`src/rtl/serial_adder_pkg.sv`:
```
// serial_adder_pkg: shared types and constants for the digit-serial adder.
// Holds the controller state enum, default operand/digit widths and small
//   elaboration helpers used to size the digit counter.
package serial_adder_pkg;

    localparam int DEFAULT_WIDTH = 32;
    localparam int DEFAULT_DIGIT = 4;

    typedef enum logic [1:0] {
        ST_IDLE = 2'd0,
        ST_BUSY = 2'd1,
        ST_DONE = 2'd2
    } state_t;

    // Number of digit steps needed to cover a full operand.
    function automatic int digit_count(input int width, input int digit);
        return width / digit;
    endfunction

    // Counter width for n steps; never narrower than one bit.
    function automatic int cnt_width(input int n);
        return (n > 1) ? $clog2(n) : 1;
    endfunction

endpackage

```
`src/rtl/serial_adder_digit.sv`:
```
// digit_adder: DIGIT-bit ripple-carry adder built from per-bit generate/propagate.
// Ports: i_a/i_b digit operands, i_cin carry in; o_sum digit sum, o_cout carry
//   out of the top bit, o_c_msb carry into the top bit (for overflow detection).
module digit_adder #(
    parameter int DIGIT = 4
) (
    input  logic [DIGIT-1:0] i_a,
    input  logic [DIGIT-1:0] i_b,
    input  logic             i_cin,
    output logic [DIGIT-1:0] o_sum,
    output logic             o_cout,
    output logic             o_c_msb
);

    logic [DIGIT-1:0] w_g;
    logic [DIGIT-1:0] w_p;
    logic [DIGIT:0]   w_c;

    assign w_g    = i_a & i_b;
    assign w_p    = i_a ^ i_b;
    assign w_c[0] = i_cin;

    for (genvar i = 0; i < DIGIT; i++) begin : g_bit
        assign w_c[i+1] = w_g[i] | (w_p[i] & w_c[i]);
    end

    assign o_sum   = w_p ^ w_c[DIGIT-1:0];
    assign o_cout  = w_c[DIGIT];
    assign o_c_msb = w_c[DIGIT-1];

endmodule

```
`src/rtl/serial_adder.sv`:
```
// serial_adder: adds two WIDTH-bit operands DIGIT bits per clock (LSB digit first).
// Ports: clk/rst (async active-high); in_valid/in_ready + a, b, cin operand
//   handshake; out_valid/out_ready + sum, cout, ovf result handshake.
// Latency: out_valid rises WIDTH/DIGIT cycles after the accepting edge; one
//   operation in flight, no new operands until the result is taken.
// Optional: define SERIAL_ADDER_SUB_EN to add input 'sub' (a + ~b + (cin^1)).
module serial_adder
    import serial_adder_pkg::*;
#(
    parameter int WIDTH = DEFAULT_WIDTH,
    parameter int DIGIT = DEFAULT_DIGIT
) (
    input  logic             clk,
    input  logic             rst,
    input  logic             in_valid,
    output logic             in_ready,
    input  logic [WIDTH-1:0] a,
    input  logic [WIDTH-1:0] b,
    input  logic             cin,
`ifdef SERIAL_ADDER_SUB_EN
    input  logic             sub,
`endif
    output logic             out_valid,
    input  logic             out_ready,
    output logic [WIDTH-1:0] sum,
    output logic             cout,
    output logic             ovf
);

    if ((DIGIT < 1) || (DIGIT > WIDTH) || ((WIDTH % DIGIT) != 0)) begin : g_bad_param
        $error("serial_adder: DIGIT must divide WIDTH and lie in 1..WIDTH");
    end

    localparam int N  = digit_count(WIDTH, DIGIT);
    localparam int CW = cnt_width(N);
    localparam logic [CW-1:0] CNT_LAST = CW'(N - 1);

    // ------------------------------------------------------------------
    // Controller
    // ------------------------------------------------------------------
    state_t r_state;
    state_t w_state_nxt;
    logic   w_load;
    logic   w_step;
    logic   w_last;
    logic   w_in_ready;
    logic   w_out_valid;

    logic [CW-1:0] r_cnt;

    always_ff @(posedge clk or posedge rst) begin
        if (rst) begin
            r_state <= ST_IDLE;
        end else begin
            r_state <= w_state_nxt;
        end
    end

    always_comb begin
        w_state_nxt = r_state;
        w_load      = 1'b0;
        w_step      = 1'b0;
        w_last      = 1'b0;
        w_in_ready  = 1'b0;
        w_out_valid = 1'b0;
        case (r_state)
            ST_IDLE: begin
                w_in_ready = 1'b1;
                if (in_valid) begin
                    w_load      = 1'b1;
                    w_state_nxt = ST_BUSY;
                end
            end
            ST_BUSY: begin
                w_step = 1'b1;
                if (r_cnt == CNT_LAST) begin
                    w_last      = 1'b1;
                    w_state_nxt = ST_DONE;
                end
            end
            ST_DONE: begin
                w_out_valid = 1'b1;
                if (out_ready) begin
                    w_state_nxt = ST_IDLE;
                end
            end
            default: begin
                w_state_nxt = ST_IDLE;
            end
        endcase
    end

    assign in_ready  = w_in_ready;
    assign out_valid = w_out_valid;

    // ------------------------------------------------------------------
    // Datapath
    // ------------------------------------------------------------------
    logic w_sub;
`ifdef SERIAL_ADDER_SUB_EN
    assign w_sub = sub;
`else
    assign w_sub = 1'b0;
`endif

    // Operands shift right one digit per step so the adder always sees the
    // low digit; the partial sum fills from the top and lands aligned after
    // N steps.
    logic [WIDTH-1:0] r_a;
    logic [WIDTH-1:0] r_b;
    logic [WIDTH-1:0] r_acc;
    logic             r_carry;
    logic [WIDTH-1:0] r_sum;
    logic             r_cout;
    logic             r_ovf;

    logic [DIGIT-1:0] w_dsum;
    logic             w_dcout;
    logic             w_dc_msb;
    logic [WIDTH-1:0] w_acc_nxt;

    digit_adder #(
        .DIGIT (DIGIT)
    ) u_digit (
        .i_a     (r_a[DIGIT-1:0]),
        .i_b     (r_b[DIGIT-1:0]),
        .i_cin   (r_carry),
        .o_sum   (w_dsum),
        .o_cout  (w_dcout),
        .o_c_msb (w_dc_msb)
    );

    always_comb begin
        w_acc_nxt = r_acc >> DIGIT;
        w_acc_nxt[WIDTH-1 -: DIGIT] = w_dsum;
    end

    always_ff @(posedge clk or posedge rst) begin
        if (rst) begin
            r_a     <= '0;
            r_b     <= '0;
            r_acc   <= '0;
            r_carry <= 1'b0;
            r_cnt   <= '0;
            r_sum   <= '0;
            r_cout  <= 1'b0;
            r_ovf   <= 1'b0;
        end else if (w_load) begin
            // Subtraction folds into the add: invert B once at capture and
            // flip the incoming carry.
            r_a     <= a;
            r_b     <= b ^ {WIDTH{w_sub}};
            r_carry <= cin ^ w_sub;
            r_cnt   <= '0;
        end else if (w_step) begin
            r_a     <= r_a >> DIGIT;
            r_b     <= r_b >> DIGIT;
            r_acc   <= w_acc_nxt;
            r_carry <= w_dcout;
            r_cnt   <= r_cnt + CW'(1);
            // Visible results only change on the final digit so they hold
            // their previous values while a new operation is in progress.
            if (w_last) begin
                r_sum  <= w_acc_nxt;
                r_cout <= w_dcout;
                r_ovf  <= w_dc_msb ^ w_dcout;
            end
        end
    end

    assign sum  = r_sum;
    assign cout = r_cout;
    assign ovf  = r_ovf;

endmodule

```
`config.mk`:
```
export PLATFORM = sky130hd
export DESIGN_NAME = serial_adder
export DESIGN_NICKNAME = d
export VERILOG_FILES = /design/src/rtl/serial_adder_pkg.sv /design/src/rtl/serial_adder_digit.sv /design/src/rtl/serial_adder.sv
export SDC_FILE = /design/constraint.sdc
export NUM_CORES = 1
export LEC_CHECK = 0
export BUFFER_PORTS_ARGS = -buffer_cell sky130_fd_sc_hd__buf_2
export CORE_MARGIN = 4
export CORE_UTILIZATION = 50
export CTS_CLUSTER_SIZE = 10
export DETAILED_ROUTE_END_ITERATION = 7
export HOLD_SLACK_MARGIN = 0.02
export PLACE_DENSITY = 0.77
export SLEW_MARGIN = 15
export SYNTH_ARGS = -nofsm -noshare
export SYNTH_HDL_FRONTEND = slang
export SYNTH_HIERARCHICAL = 1
export SYNTH_SLANG_ARGS = --single-unit
```
`constraint.sdc`:
```
create_clock -name clk -period 11.7 [get_ports clk]
set_clock_uncertainty 0.05 [all_clocks]
set_input_delay 0.585 -clock clk [delete_from_list [all_inputs] [get_ports clk]]
set_output_delay 0.585 -clock clk [all_outputs]
set_load 0.02 [all_outputs]
```
==> After elaboration in Yosys (flattened, before gate mapping) <==
Index checks and enable logic that the tools add are counted.
{ "word_totals": {"regBits": 136, "inputBits": 69, "output_inout_bits": 36, "elab_cells": 53} }
{ "classes": {"add_sub_neg": 1, "n_eq_ne": 6, "n_mux": 19, "n_bitwise": 13, "reduce_logical": 5} }
{ "op_table": {"columns": ["cell", "count"], "rows": [
  ["two-way mux 32 bit", 4],
  ["two-way mux 1 bit", 9],
  ["bitwise XOR 4 bit", 2],
  ["two-way mux 2 bit", 3],
  ["two-way mux 3 bit", 2],
  ["!= test 2 bit (second input constant)", 3],
  ["case mux 2 bit (3 select lines)", 1],
  ["AND reduction 3 bit", 2],
  ["AND 1 bit", 4],
  ["AND 4 bit", 1],
  ["bitwise OR 1 bit", 4],
  ["adder 3 x 1 -> 3 bit (second input constant)", 1],
  ["== test 3 bit (second input constant)", 1],
  ["== test 2 x 1 -> 1 bit (second input constant)", 1],
  ["== test 2 bit (second input constant)", 1],
  ["zero test 2 bit", 1],
  ["AND reduction 2 bit", 1],
  ["nonzero test 2 bit", 1],
  ["NOT 1 bit", 1],
  ["bitwise XOR 1 bit", 1]
]} }

==> Logic depth before layout (Yosys ltp) <==
{ "depth": {"depth_word": 11, "mapped_depth": 10, "ltp_nobuf": 10} }

==> Hierarchy <==
The synthesis kept the hierarchy.
{ "by_module_without_submodules": {"columns": ["module", "n_inst", "cells_each", "area_per_inst_um2", "seq_area_each_um2"], "rows": [
  ["serial_adder", 1, 568, 5816.8, 3303.2],
  ["digit_adder", 1, 14, 117.6, 0.0]
]} }

==> Worst setup path before layout <==
Ideal clock, no wire load.
{ "synth_path": {"path_kind": "register to register", "start": "register r_a[0]", "end": "register r_sum[31], in the netlist sum[31]", "setup_ns": 0.125, "arrival_ns": 2.165, "required_ns": 11.525, "slack_ns": 9.360, "stages_incl_launch_ff": 10, "path_buffers": 0, "period_less_slack_ns": 2.340, "cell_sequence": "dfrtp_1 > inv_1 > fa_1 > inv_1 > fa_1 > inv_1 > fa_1 > inv_1 > fa_1 > mux2_2"} }
{ "synth_via": {"elab_chain_len": 8, "word_cells_on_any_way": 9, "cone_classes": "9 x bitwise"} }
{ "synth_rtl": {"columns": ["item", "line", "rtl"], "rows": [
  ["start, declared", "serial_adder.sv:109", "logic [WIDTH-1:0] r_a;"],
  ["start signal, assigned", "serial_adder.sv:156", "r_a <= r_a >> DIGIT;"],
  ["bitwise XOR 4 bit", "serial_adder_digit.sv:20", "assign w_p = i_a ^ i_b;"],
  ["AND 1 bit", "serial_adder_digit.sv:24", "assign w_c[i+1] = w_g[i] | (w_p[i] & w_c[i]);"],
  ["bitwise OR 1 bit *", "serial_adder_digit.sv:24", null],
  ["AND 1 bit *", "serial_adder_digit.sv:24", null],
  ["bitwise OR 1 bit *", "serial_adder_digit.sv:24", null],
  ["AND 1 bit *", "serial_adder_digit.sv:24", null],
  ["bitwise OR 1 bit *", "serial_adder_digit.sv:24", null],
  ["net w_dc_msb", "serial_adder.sv:119", "logic w_dc_msb;"],
  ["bitwise XOR 4 bit *", "serial_adder_digit.sv:27", "assign o_sum = w_p ^ w_c[DIGIT-1:0];"],
  ["net w_dsum[3]", "serial_adder.sv:117", "logic [DIGIT-1:0] w_dsum;"],
  ["end signal, assigned", "serial_adder.sv:164", "r_sum <= w_acc_nxt;"],
  ["end, declared", "serial_adder.sv:113", "logic [WIDTH-1:0] r_sum;"]
]} }
The timed path passes the listed nets; every way through them passes the cells marked *.
A chain may end at the register's enable or synchronous reset.

==> Worst setup path in the final report <==
{ "layout_path": {"start": "register r_state[1]", "end": "register r_b[25]"} }
{ "layout_via": {"elab_chain_len": 3, "word_cells_on_any_way": 6, "cone_classes": "1 x eq/ne; 3 x mux; 2 x reduce/logical"} }
{ "layout_rtl": {"columns": ["item", "line", "rtl"], "rows": [
  ["start, declared", "serial_adder.sv:41", "state_t r_state;"],
  ["start signal, assigned", "serial_adder.sv:55", "r_state <= w_state_nxt;"],
  ["== test 2 x 1 -> 1 bit / zero test 2 bit (equally long branches)", "serial_adder.sv:66", "case (r_state)"],
  ["two-way mux 1 bit", "serial_adder.sv:66", null],
  ["nonzero test 2 bit (no source line) / two-way mux 32 bit (equally long branches)", null, null],
  ["end signal, assigned", "serial_adder.sv:152", "r_b <= b ^ {WIDTH{w_sub}};"],
  ["end signal, assigned", "serial_adder.sv:157", "r_b <= r_b >> DIGIT;"],
  ["end, declared", "serial_adder.sv:110", "logic [WIDTH-1:0] r_b;"]
]} }
Several ways; a longest one is shown, not always the timed one.

==> run_results.csv <==
group,metric,value,unit
layout,fin_cells,820,
timing,fin_setup_tns,0,ns
detailed_routing,routedWlPerCell,16.07,µm
clock_network,clk_latency,0.41,ns
clock_network,cts-htree-levels,4,
job,cap_viol_max_count,0,
pwr,p_clk_frac,0.310,
timing,min_period,2.786,ns
layout,diodes,0,
synth,ys_types,21,
floorplan,die_h,116.9,µm
placement,port_buffers,104,
layout,layout-drive-gt1-share,0.2659,
pwr,combPwrFrac,0.283,
timing,period_share,0.2381,
clock_network,ctsHoldBuffers,0,
timing,slew_violations,0,
global_route,grtUsageMet2,0.3045,
pwr,p_switching,688.5,µW
run_status,status,"completed",
clock_network,clock-root-buffer,"clkbuf_16",
pwr,switching_share,0.3490,
setup_path,setup.worst_path.end_class,"flop",
synth,synth-compound-area-share,0.09277,
global_route,grt.busiest_layer,"met2",
clock_network,clockBufferDepth,2,
clock_network,cts_tree,"yes",
pwr,leakage,0.003559,µW
setup_path,criticalPathCategory,"flop to flop",
clock_network,post_cts_buffers,0,
global_route,grt_pass1_wl,21720,µm
layout,nNetsFinal,739,
global_route,globalRouteMet3Util,0.05244,
setup_path,path_buf_inv,1,
synth,synthCells,582,
setup_path,crit_family,"simple AND/OR/NAND/NOR gates",
global_route,grt_max_degree,130,
synth,syn_area,5934,µm²
synth,synthSimpleGateAreaFrac,0.2229,
clock_network,ctsResizeCount,0,
layout,fill_cells,926,
pwr,ir_drop,0.1008,mV
setup_path,crit_slowest_cell,"nor2b_4",
setup_path,arrival,3.07,ns
timing,slew_headroom,0.2931,
global_route,grt_antenna_before_repair,0,
synth,ys_seq_area_frac,0.5566,
clock_network,clkTransAtPathRegs,0.06,ns
placement,gp_congestion,0.7939,
synth,synth_fp_nets,657,
floorplan,die_area,13680,µm²
setup_path,r2r-start,"r_state[1]$_DFFE_PP0P_",
floorplan,die_w,116.9,µm
setup_path,worst_setup_path_start_kind,"flop",
global_route,grt_pass1_vias,4410,
setup_path,worstPathCellList,"nor2b_4 > buf_4 > a22oi_1 > nand3_1",
floorplan,fp-row-count,39,
timing,hold_viol_final,0,
global_route,track_usage,0.2022,
clock_network,cts_made_buffers,17,
synth,ys_ff_latch,132,
timing,tightest_slew,1.060,ns
synth,yosys_warnings,6,
detailed_routing,drt_first_pass_iters,5,
synth,synth_top_area_share,0.5566,
synth,synthXorXnorAreaFrac,0.001476,
detailed_routing,drt-vias-per-instance,5.550,
synth,synth_top_family_by_area,"simple AND/OR/NAND/NOR gates",
placement,dpl.hpwl,8440,µm
floorplan,ios,105,
synth,synthTopCellsByArea,"dfrtp_1 (56%), nand2_1 (9.5%), nand3b_1 (7.3%)",
pwr,power_density,275.0,nW/µm²
setup_path,critPathRequiredTime,11.99,ns
detailed_routing,drc,0,
setup_path,cp_max_fo,129,
timing,fmax,0.3590,GHz
synth,synth.area.mux_share,0.06262,
setup_path,slowest_delay,0.90,ns
pwr,intPower,1284,µW
floorplan,core-area,11520,µm²
setup_path,r2r_setup_slack,8.91,ns
layout,syn2layout_area_growth,20.91,%
clock_network,cts_sinks,132,
detailed_routing,routed_wl,13170,µm
timing,setup_viol,0,
floorplan,start_util,0.5153,
global_route,grt-ovfl-total,0,
placement,placedCellCount,787,
detailed_routing,drt_iter0_drc,516,
hold_path,min-delay-path-class,"input pin to async pin",
setup_path,ff2ff_path_depth,4,
timing,rsz0062_at_grt,"false",
pwr,power_frac_seq,0.407,
setup_path,reg2reg_to,"r_b[25]$_DFFE_PP0P_",
synth,synth_adder_area_share,0.01771,
detailed_routing,vias,4551,
synth,synth_largest_area_cell,"dfrtp_1",
detailed_routing,final_antenna_net_count,0,
synth,avgSynthCellArea,10.20,µm²
global_route,grt_util_met1,0.2896,
==> metrics by stage <==
stage | power (µW) | cell area, µm² | worst slack (ns) | hold slack, ns | util
after floorplan | 1195 | 5934 | 7.539 | 0.3918 | -
after global placement | 1333 | 6469 | 9.012 | 0.4146 | 0.5617
after detailed placement | 1369 | 6469 | 8.943 | 0.4175 | 0.5617
after CTS | 1989 | 7156 | 8.908 | 0.2691 | 0.6214
after global routing | 2104 | 7176 | 8.672 | 0.3009 | 0.6231
final | 1973 | 7176 | 8.914 | 0.2528 | 0.6231
==> synth_stat cells <==
cell	number
buf_4	4
a32o_1	1
o21ai_0	18
nand3_1	57
mux2_2	33
xnor2_1	1
or2_2	1
nand2_1	150
a21oi_1	1
a22o_1	2
nor2_1	2
nand2b_1	1
buf_2	29
dfrtp_1	132
clkbuf_1	13
a22oi_1	57
inv_1	13
ha_1	2
nand3b_1	58
nor2b_1	3
fa_1	4
==> cell families (layout without fill, tap and decap cells) <==
group	count (synthesis)	after routing
AOI/OAI and AO/OA	79	79
xor gates and xnor gates	1	1
adders and majority gates	6	6
buffers and inverters	59	154
DFF	132	132
muxes	33	33
and+or+nand+nor	272	272
==> state kept, by name, indices dropped and copies added, names as in the netlist <==
name	flops
r_cnt	3
r_state	2
r_b	32
sum	32
r_acc	28
ovf	1
cout	1
r_carry	1
r_a	32
==> worst register-to-register path, cell delays in order (launching register included) <==
cell	delay, ns
dfrtp_4	0.83
nor2b_4	0.95
buf_4	0.57
a22oi_1	0.20
nand3_1	0.13
==> layout make-up <==
class	count	area, µm²	share of cell area
Sequential cell	132	3307	0.4609
Multi-Input combinational cell	391	2381	0.3318
Timing Repair Buffer	109	570.5	0.07951
Clock buffer	18	439.2	0.06120
Clock inverter	14	247.7	0.03452
Tap cell	143	178.9	0.02493
Inverter	13	51.30	0.007149
==> worst max path at each step <==
stage / start / to / slack, ns / depth (start not counted)
2_1_floorplan: rst / cout$_DFFE_PP0P_ / 7.54 / 1
3_3_place_gp: r_state[1]$_DFFE_PP0P_ / r_a[10]$_DFFE_PP0P_ / 9.01 / 4
3_5_place_dp: r_state[1]$_DFFE_PP0P_ / r_a[21]$_DFFE_PP0P_ / 8.94 / 4
4_1_cts: r_state[1]$_DFFE_PP0P_ / r_b[25]$_DFFE_PP0P_ / 8.91 / 4
5_1_grt: r_state[1]$_DFFE_PP0P_ / r_a[7]$_DFFE_PP0P_ / 8.67 / 4
6_report: r_state[1]$_DFFE_PP0P_ / r_b[25]$_DFFE_PP0P_ / 8.91 / 4
==> power groups by stage <==
stage	sequential (µW)	combinational, µW	clock, µW
6_report	803	558	612
3_3_place_gp	797	536	0
4_1_cts	803	565	622
2_1_floorplan	801	393	0
5_1_grt	831	629	644
3_5_place_dp	808	561	0
==> placed cells by master, fill, tap and decap left out <==
cell / netlist / routed
a21oi_1: 1 / 1
a22o_1: 2 / 2
a22oi_1: 57 / 57
a32o_1: 1 / 1
buf_12: 0 / 1
buf_2: 29 / 104
buf_4: 4 / 4
bufinv_16: 0 / 6
clkbuf_16: 0 / 17
clkbuf_8: 0 / 1
clkinv_4: 0 / 2
clkinvlp_4: 0 / 2
dfrtp_1: 132 / 131
dfrtp_4: 0 / 1
fa_1: 4 / 4
ha_1: 2 / 2
inv_1: 13 / 12
inv_4: 0 / 1
inv_6: 0 / 4
mux2_2: 33 / 33
nand2_1: 150 / 150
nand2b_1: 1 / 1
nand3_1: 57 / 57
nand3b_1: 58 / 58
nor2_1: 2 / 1
nor2_4: 0 / 1
nor2b_1: 3 / 1
nor2b_4: 0 / 2
o21ai_0: 18 / 18
or2_2: 1 / 1
xnor2_1: 1 / 1
==> layer usage <==
metal	up-vias	wire (µm)
met5	-	0
met4	0	150
met3	14	821
met2	153	6226
met1	2215	5974
li1	2169	-
Note: power is estimated with default switching activity, not from simulation.
